<file path="src/rtl/booth_sched_pkg.sv">
// Shared types and helpers for the Booth multiplier scheduler.
// Holds default widths, the tag bundle and the carry-save resolver.
package booth_sched_pkg;

  localparam int B_WIDTH   = 8;
  localparam int B_PW      = 2 * B_WIDTH;
  localparam int B_NREQ    = 2;
  localparam int B_IDW_MAX = 3;

  typedef struct packed {
    logic                 valid;
    logic [B_IDW_MAX-1:0] id;
  } tag_t;

  // Carry-out is dropped on purpose: the wrapped sum is the signed product.
  function automatic logic [B_PW-1:0] resolve_cs(
    input logic [B_PW-1:0] i_sum,
    input logic [B_PW-1:0] i_carry
  );
    return i_sum + i_carry;
  endfunction

endpackage

</file>
<file path="src/rtl/booth_sched_fifo.sv">
// First-word-fall-through result FIFO with occupancy count.
// Ports: i_clk, i_rst (sync high), i_push/i_data, i_pop, o_valid/o_data, o_count.
module booth_sched_fifo #(
  parameter int DW    = 17,
  parameter int DEPTH = 4
) (
  input  logic                       i_clk,
  input  logic                       i_rst,
  input  logic                       i_push,
  input  logic [DW-1:0]              i_data,
  input  logic                       i_pop,
  output logic                       o_valid,
  output logic [DW-1:0]              o_data,
  output logic [$clog2(DEPTH):0]     o_count
);

  localparam int AW    = $clog2(DEPTH);
  localparam int CNT_W = AW + 1;

  logic [DW-1:0]    r_mem [DEPTH];
  logic [AW-1:0]    r_wr;
  logic [AW-1:0]    r_rd;
  logic [CNT_W-1:0] r_count;
  logic             w_pop;

  assign o_valid = (r_count != '0);
  assign w_pop   = i_pop & o_valid;
  assign o_count = r_count;
  assign o_data  = o_valid ? r_mem[r_rd] : '0;

  always_ff @(posedge i_clk) begin
    if (i_rst) begin
      r_wr    <= '0;
      r_rd    <= '0;
      r_count <= '0;
    end else begin
      if (i_push) r_wr <= r_wr + 1'b1;
      if (w_pop)  r_rd <= r_rd + 1'b1;
      case ({i_push, w_pop})
        2'b10:   r_count <= r_count + 1'b1;
        2'b01:   r_count <= r_count - 1'b1;
        default: r_count <= r_count;
      endcase
    end
  end

  always_ff @(posedge i_clk) begin
    if (!i_rst && i_push) r_mem[r_wr] <= i_data;
  end

  a_no_overflow: assert property (
    @(posedge i_clk) disable iff (i_rst)
    !(i_push && r_count == CNT_W'(DEPTH))
  );

endmodule

</file>
<file path="src/rtl/booth_mult_sched.sv">
// Round-robin issue of operand pairs to a shared pipelined Booth multiplier.
// Ports: req_* requester side, mul_* multiplier side, rsp_* result side, busy.
module booth_mult_sched
  import booth_sched_pkg::*;
#(
  parameter int WIDTH = B_WIDTH,
  parameter int N_REQ = B_NREQ,
  parameter int LAT   = 3,
  parameter int DEPTH = 4
) (
  input  logic                     CLK,
  input  logic                     RST,
  input  logic [N_REQ-1:0]         req_valid,
  output logic [N_REQ-1:0]         req_ready,
  input  logic [N_REQ*WIDTH-1:0]   req_x,
  input  logic [N_REQ*WIDTH-1:0]   req_y,
  output logic [WIDTH-1:0]         mul_x,
  output logic [WIDTH-1:0]         mul_y,
  input  logic [2*WIDTH-1:0]       mul_sum,
  input  logic [2*WIDTH-1:0]       mul_carry,
  output logic                     rsp_valid,
  input  logic                     rsp_ready,
  output logic [$clog2(N_REQ)-1:0] rsp_id,
  output logic [2*WIDTH-1:0]       rsp_p,
  output logic                     busy
);

  localparam int ID_W  = $clog2(N_REQ);
  localparam int PW    = 2 * WIDTH;
  localparam int CNT_W = $clog2(DEPTH) + 1;
  localparam int CW    = $clog2(DEPTH + LAT + 1) + 1;

  logic [ID_W-1:0]  r_ptr;
  logic [WIDTH-1:0] r_mul_x;
  logic [WIDTH-1:0] r_mul_y;
  tag_t             r_tag [LAT];

  logic             w_found;
  logic [ID_W-1:0]  w_gnt_id;
  logic [WIDTH-1:0] w_sel_x;
  logic [WIDTH-1:0] w_sel_y;
  logic [CW-1:0]    w_inflight;
  logic [CW-1:0]    w_used;
  logic             w_credit;
  logic             w_hs;
  logic [CNT_W-1:0] w_count;
  logic             w_push;
  logic [PW-1:0]    w_prod;
  logic [ID_W+PW-1:0] w_push_data;
  logic [ID_W+PW-1:0] w_rsp_data;
  logic             w_unused;

  always_comb begin
    logic [ID_W:0] v_sum;
    w_found  = 1'b0;
    w_gnt_id = '0;
    v_sum    = '0;
    for (int k = 0; k < N_REQ; k++) begin
      v_sum = {1'b0, r_ptr} + (ID_W+1)'(k);
      if (v_sum >= (ID_W+1)'(N_REQ))
        v_sum = v_sum - (ID_W+1)'(N_REQ);
      if (!w_found && req_valid[v_sum[ID_W-1:0]]) begin
        w_found  = 1'b1;
        w_gnt_id = v_sum[ID_W-1:0];
      end
    end
  end

  always_comb begin
    w_sel_x = '0;
    w_sel_y = '0;
    for (int k = 0; k < N_REQ; k++) begin
      if (w_gnt_id == ID_W'(k)) begin
        w_sel_x = req_x[k*WIDTH +: WIDTH];
        w_sel_y = req_y[k*WIDTH +: WIDTH];
      end
    end
  end

  // Stage LAT-1 is still counted even though it pushes this cycle.
  always_comb begin
    w_inflight = '0;
    for (int i = 0; i < LAT; i++)
      w_inflight = w_inflight + CW'(r_tag[i].valid);
  end

  assign w_used    = w_inflight + CW'(w_count);
  assign w_credit  = (w_used < CW'(DEPTH));
  assign w_hs      = w_found & w_credit & ~RST;
  assign req_ready = w_hs ? (N_REQ'(1) << w_gnt_id) : '0;

  always_ff @(posedge CLK) begin
    if (RST) begin
      r_ptr   <= '0;
      r_mul_x <= '0;
      r_mul_y <= '0;
      for (int i = 0; i < LAT; i++)
        r_tag[i] <= '0;
    end else begin
      r_tag[0] <= '0;
      if (w_hs) begin
        r_mul_x  <= w_sel_x;
        r_mul_y  <= w_sel_y;
        r_tag[0] <= '{valid: 1'b1, id: B_IDW_MAX'(w_gnt_id)};
        if (w_gnt_id == ID_W'(N_REQ - 1))
          r_ptr <= '0;
        else
          r_ptr <= w_gnt_id + 1'b1;
      end
      for (int i = 1; i < LAT; i++)
        r_tag[i] <= r_tag[i-1];
    end
  end

  assign mul_x = r_mul_x;
  assign mul_y = r_mul_y;

  assign w_push      = r_tag[LAT-1].valid;
  assign w_prod      = resolve_cs(mul_sum, mul_carry);
  assign w_push_data = {r_tag[LAT-1].id[ID_W-1:0], w_prod};
  assign w_unused    = ^r_tag[LAT-1].id;

  booth_sched_fifo #(
    .DW    (ID_W + PW),
    .DEPTH (DEPTH)
  ) u_fifo (
    .i_clk   (CLK),
    .i_rst   (RST),
    .i_push  (w_push),
    .i_data  (w_push_data),
    .i_pop   (rsp_ready),
    .o_valid (rsp_valid),
    .o_data  (w_rsp_data),
    .o_count (w_count)
  );

  assign rsp_id = w_rsp_data[ID_W+PW-1:PW];
  assign rsp_p  = w_rsp_data[PW-1:0];
  assign busy   = (w_inflight != '0) | (w_count != '0);

endmodule

</file>
<file path="config.mk">
export PLATFORM = sky130hd
export DESIGN_NAME = booth_mult_sched
export DESIGN_NICKNAME = d
export VERILOG_FILES = /design/src/rtl/booth_sched_pkg.sv /design/src/rtl/booth_sched_fifo.sv /design/src/rtl/booth_mult_sched.sv
export SDC_FILE = /design/constraint.sdc
export NUM_CORES = 1
export LEC_CHECK = 0
export ABC_AREA = 0
export BUFFER_PORTS_ARGS = -buffer_cell sky130_fd_sc_hd__buf_2
export CORE_AREA = 2 2 98 100
export DETAILED_ROUTE_END_ITERATION = 12
export DIE_AREA = 0 0 100 102
export PLACE_DENSITY = 0.78
export SYNTH_ARGS = -nofsm -noshare
export SYNTH_HDL_FRONTEND = slang
export SYNTH_SLANG_ARGS = --single-unit
export TNS_END_PERCENT = 100
</file>
<file path="constraint.sdc">
create_clock -name CLK -period 2.6 [get_ports CLK]
set_input_delay 0.39 -clock CLK [delete_from_list [all_inputs] [get_ports CLK]]
set_output_delay 0.39 -clock CLK [all_outputs]
set_load 0.05 [all_outputs]
</file>
==> summary.txt, run 1 <==
STA
  – Final Cycle Share: 98.54%
  – Fin. max-slew vios: 0
  – Fin. Hold Viols: 0
  – Final setup vio count: 0
  – Crit path time final: 2.562 ns
  – Final hold slack: 0.3568 ns
  – Fmax: 390.3 MHz
  – RSZ-0062 raised after global routing: yes
  – Worst clock skew: 0.01028 ns
  – Setup WS post-layout: 0.03792 ns

Yosys
  – Largest family of logic cells by synthesized area: multiplexers
  – Compound-Gate Fraction of Synth Area: 9.446%
  – Post-Synth XOR/XNOR Area: approximately 3.8%
  – Synth cell types: 46
  – EDFF count, synth: 74
  – Sequential-to-total area share from yosys stat: 57.04%
  – Register bit count reported by yosys: 100
  – Mean Syn Cell Area: 13.66 um2
  – Cell Area, Synth: around 4800 um2
  – Synth Area in Simple Gates: 8.821%
  – Mux contribution to synthesized area: 11.71%
  – Synth Area in Adders: 6.714%
  – Async set-reset flop share out of synthesis: 0%
  – Synth Instances: between 300 and 400
  – YS warnings: 0
  – Post-synth top flop: edfxtp_1

Critical path
  – Crit end category: primary output
  – FF-to-FF Start: r_tag[0][7]
  – Worst path required time: approximately 2.2 ns
  – CP Launch Type: flop
  – R2r endpoint: mul_x[3]
  – Crit Path Class: flop to primary output
  – Crit-path max FO: 4
  – Worst R2R Setup Slack: 0.46 ns
  – Worst R2R Path Depth: 8
  – CP arrival: 2.17 ns

Global route
  – First-pass GRT wire length: 15120 um
  – Vias in the first global route: 3183
  – Tot GR Track Use: ~19%
  – Initial antenna violation count: 0
  – Largest net degree at the start of global routing: 31
  – Global route overflow: 0

Detailed routing
  – DRC viols: 0
  – Routed Antenna Nets: 0
  – Total wire length: slightly above 9000 um
  – DR pass1 iterations: 4
  – Vias: 3134
  – Vias/cell: 5.330
  – Drt wl/cell: 15.66 um
  – DR iter-0 viols: 141

CTS
  – CTS Sinks: 100
  – CTS Hold Buffers Added: 0
  – CTS tree: yes
  – TritonCTS Buffers: 9
  – Clk buf depth: 2
  – Skew-Pair Late Insertion Delay: 0.36 ns
  – H-tree depth: 3
  – Reg clk slew, reported paths: 0.10 ns
  – Clock Tree Root: clkbuf_8

Pwr
  – Power Density: 904.1 nW/um2
  – Peak supply drop: 0.4944 mV
  – Flop pwr share: 38.4%
  – Combinational Power Share: between 40% and 50%
  – Leakage: ~2.4 nW
  – Internal power: 3.025 mW
  – Switching share of power: 41.70%
  – Clk pwr share: 17.5%
  – Net Switching: 2.164 mW

Placed design
  – DP HPWL: 6856 um
  – Dpl ws: 0.2148 ns
  – Placed Cells incl. Taps: 570
  – RD Place Congestion: 0.7927
  – Port bufs: 105

Hold path
  – Hold endpoint: mul_x[7]
  – Hold Path Origin: req_x[15]
  – Hold Path Cell Cnt: 3
  – Hold WC Path Type: input pin to flop

Final layout
  – Area growth syn-to-layout: 19.36%
  – Diodes inserted: 0
  – Layout cells sized above 1: 34.80%
  – Fin nets: 565
  – Fill count: 704
  – Final cell count without fillers: 588

Die
  – Initial core utilization: 52.79%
  – Ports: around 110
  – Die Wd: 100 um
  – Die height: 102 um
  – Row count: 35
  – CORE AREA: between 9000 and 10000 um2
  – Die Area: 10200 um2

Status
  – Status: finished, final reports clean

Run
  – Max Cap Viol: 0
layout make-up:
| cell class | count | area (um2) | area share (%) |
|---|---|---|---|
| Clock buffer | 9 | 123.9 | 2.158 |
| Multi-Input combinational cell | 233 | 2004 | 34.92 |
| Tap cell | 111 | 138.9 | 2.420 |
| Sequential cell | 100 | 2743 | 47.79 |
| Inverter | 10 | 37.54 | 0.6540 |
| Clock inverter | 7 | 56.30 | 0.9810 |
| Timing Repair Buffer | 118 | 635.6 | 11.07 |
synth_stat cells, drive strengths merged, types with 10 or more instances:
cell type  instances  area share (%)
edfxtp            74              46
nor2              29             2.3
dfxtp             26              11
and2              23             3.0
ha                21             5.5
a21oi             18             2.0
mux2i             18             3.7
mux4              17             8.0
a211oi            16             2.5
nand2             13             1.0
xor2              12             2.2
inv               10            0.78
how the worst max path moves through the flow:
stage	start	slack [ns]	to	cells past startpoint
floorplan	r_tag[0][11]	0.01	req_ready[0]	7
CTS	r_tag[0][11]	-0.02	req_ready[1]	7
finish	r_tag[0][7]	0.04	req_ready[1]	7
detailed placement	r_tag[0][11]	0.21	req_ready[1]	7
global route	r_tag[0][7]	-0.05	req_ready[1]	7
global placement	r_tag[0][11]	0.25	req_ready[1]	7
per-stage QoR:
stage / cell area (um2) / utilization, % / power [mW] / setup TNS (ns)
5_1_grt: 5739 / 63.01 / 5.468 / -0.07888
6_report: 5739 / 63.01 / 5.189 / 0
3_3_place_gp: 5502 / 60.40 / 4.251 / 0
4_1_cts: 5718 / 62.77 / 5.228 / -0.02316
3_5_place_dp: 5502 / 60.40 / 4.302 / 0
2_1_floorplan: 4827 / - / 3.801 / 0
power groups by stage:
stage	logic, mW	clock network, mW	registers (mW)
floorplan	1.60	0	2.20
global placement	2.23	0	2.02
detailed placement	2.28	0	2.02
CTS	2.31	0.931	1.99
global route	2.47	0.985	2.01
finish	2.29	0.908	1.99
flip-flops by register name (all words and copies together), names as in the netlist, named ones only:
name,flops
u_fifo.r_rd,2
mul_x,8
r_tag,6
r_ptr,1
u_fifo.o_count,3
u_fifo.r_mem,68
mul_y,8
u_fifo.r_wr,2
placed cells by master, fill, tap and decap left out, types with 3 or more instances in the layout:
cell / instances
xnor2_1: 9
mux2i_1: 18
nor2_1: 29
buf_4: 13
and3_1: 3
inv_1: 10
a21oi_1: 17
o21ai_2: 4
a21o_1: 3
and2_1: 23
nor2b_1: 4
o21ai_0: 4
xor2_1: 12
o21bai_1: 3
clkbuf_8: 9
conb_1: 6
edfxtp_1: 74
nand3_1: 4
mux4_2: 17
a211oi_1: 16
buf_2: 103
ha_1: 20
o211ai_1: 3
or3_1: 3
dfxtp_1: 26
nand2_1: 13
cells by family (layout without fill, tap and decap cells):
group	after synthesis	in the layout
compound gates	62	62
fa+ha+maj	24	24
flops	100	100
other cells	1	6
mux	35	35
buf+inv	24	144
simple gates	85	85
xor+xnor	21	21
repair_timing:
item,in CTS,in global routing
endpoints found under the setup margin,2,2
resized for setup,9,1
pin swaps,3,2
buffers inserted,0,2
worst max-delay path: stages (launching register included):
cell and delay (ns):
edfxtp_1 0.43, fa_2 0.43, ha_4 0.18, nor3_4 0.12, o21ai_2 0.09, a31oi_4 0.18
o211a_1 0.22, buf_6 0.17
per-layer routing:
metal	vias up	wire length [um]	global-route usage, %	share of wire (%)
li1	1557	-	-	-
met1	1472	3826	22.28	42
met2	96	4633	34.67	50
met3	9	639	6.430	6.9
met4	0	108	5.374	1.2
met5	-	0	0	0
Note: power is estimated with default switching activity, not from simulation.
==> run 2, diff against run 1 <==
clock period = 3.06 ns   (was 2.6 ns; I/O delays follow)
==> summary.txt, run 2 (synthesis gave the netlist of run 1 again) <==
Final layout
  – Core Util, Final: 62.71%
  – Commonest non-fill, non-tap cell in the layout: buf_2
  – Largest register FFs: 68
  – Fin nets: 565
  – Commonest non-fill, non-tap cells in the layout: buf_2, edfxtp_1, nor2_1
  – Layout cells sized above 1: 33.96%
  – Diodes inserted: 0
  – Largest register by flop count: u_fifo.r_mem
  – Area growth syn-to-layout: 18.79%

Global route
  – Tot GR Track Use: 18.66%
  – Global route overflow: 0
  – Vias in the first global route: 3155
  – Largest net degree at the start of global routing: 31
  – First-pass GRT wire length: around 15000 um
  – Initial antenna violation count: 0

Die
  – Die Area: 10200 um2
  – CORE AREA: 9109 um2
  – Initial core utilization: 52.79%
  – Die height: 102 um
  – Die Wd: 100 um
  – Ports: 106
  – Row count: 35

STA
  – Crit path time final: 2.860 ns
  – Fin. Hold Viols: 0
  – Fin. max-slew vios: 0
  – Setup tns final: 0 ns
  – Final Cycle Share: 93.45%
  – Worst clock skew: approximately 0.0088 ns
  – RSZ-0062 raised after global routing: no
  – Final setup vio count: 0
  – Fmax: roughly 350 MHz

Critical path
  – Worst R2R Setup Slack: 0.75 ns
  – Worst path required time: 2.60 ns
  – Crit end category: primary output
  – Crit-path max FO: 4
  – CP Launch Type: flop
  – CP arrival: 2.40 ns
  – Crit Path Class: flop to primary output

Placed design
  – RD Place Congestion: 0.7993
  – DP HPWL: ~6700 um
  – Port bufs: 105

Pwr
  – Power Density: 772.3 nW/um2
  – Internal power: about 2.6 mW
  – Clk pwr share: 18.2%
  – Peak supply drop: 0.4209 mV
  – Leakage: 2.371 nW
  – Net Switching: 1.828 mW
  – Flop pwr share: 38.3%
  – Post-layout power: ~4.4 mW
  – Switching share of power: 41.45%
  – Combinational Power Share: between 40 and 50%

Detailed routing
  – Routed Antenna Nets: 0
  – DR pass1 iterations: 4
  – DR iter-0 viols: 100
  – Drt wl/cell: between 15 and 20 um
  – Vias: between 3k and 4k
  – Total wire length: about 9000 um
  – Vias/cell: 5.313
  – DRC viols: 0

CTS
  – H-tree depth: 3
  – Skew-Pair Late Insertion Delay: 0.35 ns
  – CTS Sinks: 100
  – Reg clk slew, reported paths: 0.10 ns
  – CTS tree: yes
  – TritonCTS Buffers: 9
  – CTS Hold Buffers Added: 0
  – Clock Tree Root: clkbuf_8
  – Clk buf depth: 2

Status
  – Status: finished, final reports clean

Run
  – Max Cap Viol: 0

Hold path
  – Hold WC Path Type: input pin to flop
## run 2: layer usage
layer  track usage [%]  wire length (um)  share of wire (%)  vias up
met2             32.07              4556                 50      105
li1                  -                 -                  -     1552
met3             4.241               607                6.7        8
met1             23.88              3772                 42     1459
met4             5.796                90                1.0        0
met5                 0                 0                  0        -
## run 2: per-stage QoR
stage | cell area [um2] | setup slack (ns) | hold WS [ns] | std cells
detailed placement | 5494 | 0.3930 | 0.4933 | 569
global route | 5712 | 0.02503 | 0.4441 | 588
global placement | 5494 | 0.4926 | 0.4850 | 569
CTS | 5694 | 0.08146 | 0.4179 | 586
finish | 5712 | 0.2003 | 0.4302 | 588
floorplan | 4827 | 0.4046 | 0.4587 | 357
## run 2: worst max-delay path, stage by stage (launching register included)
cell and delay (ns):
edfxtp_1 0.43, fa_1 0.45, ha_1 0.19, nor3_1 0.19
o21ai_1 0.14, a31oi_4 0.22, o211a_1 0.20, clkbuf_4 0.23
## run 2: final timing paths
kind / start / end / cells past startpoint
max: r_tag[0][3] / req_ready[1] / 7
min: req_x[15] / mul_x[7] / 3
max reg2reg: r_tag[0][3] / mul_y[3] / 8
min reg2reg: mul_x[0] / mul_x[0] / 2
## run 2: power by group through the flow
stage | Combinational [mW] | Clock [mW] | Sequential [mW]
after floorplan | 1.36 | 0 | 1.87
after global placement | 1.89 | 0 | 1.71
after detailed placement | 1.92 | 0 | 1.72
after CTS | 1.93 | 0.822 | 1.69
after global routing | 2.07 | 0.867 | 1.71
final | 1.92 | 0.802 | 1.69
## run 2: timing repair
item | CTS | global route
pin swaps | 0 | 0
endpoints found under the hold margin | 0 | 0
setup buffers | 1 | 2
endpoints found under the setup margin | 1 | 2
resized for setup | 0 | 1
## run 2: area by class of cell
| class | instances | area (um2) |
|---|---|---|
| Tap cell | 111 | 138.9 |
| Fill cell | 733 | 3397 |
| Clock inverter | 6 | 55.05 |
| Clock buffer | 10 | 137.6 |
| Inverter | 10 | 37.54 |
| Sequential cell | 100 | 2743 |
| Timing Repair Buffer | 118 | 625.6 |
| Multi-Input combinational cell | 233 | 1974 |
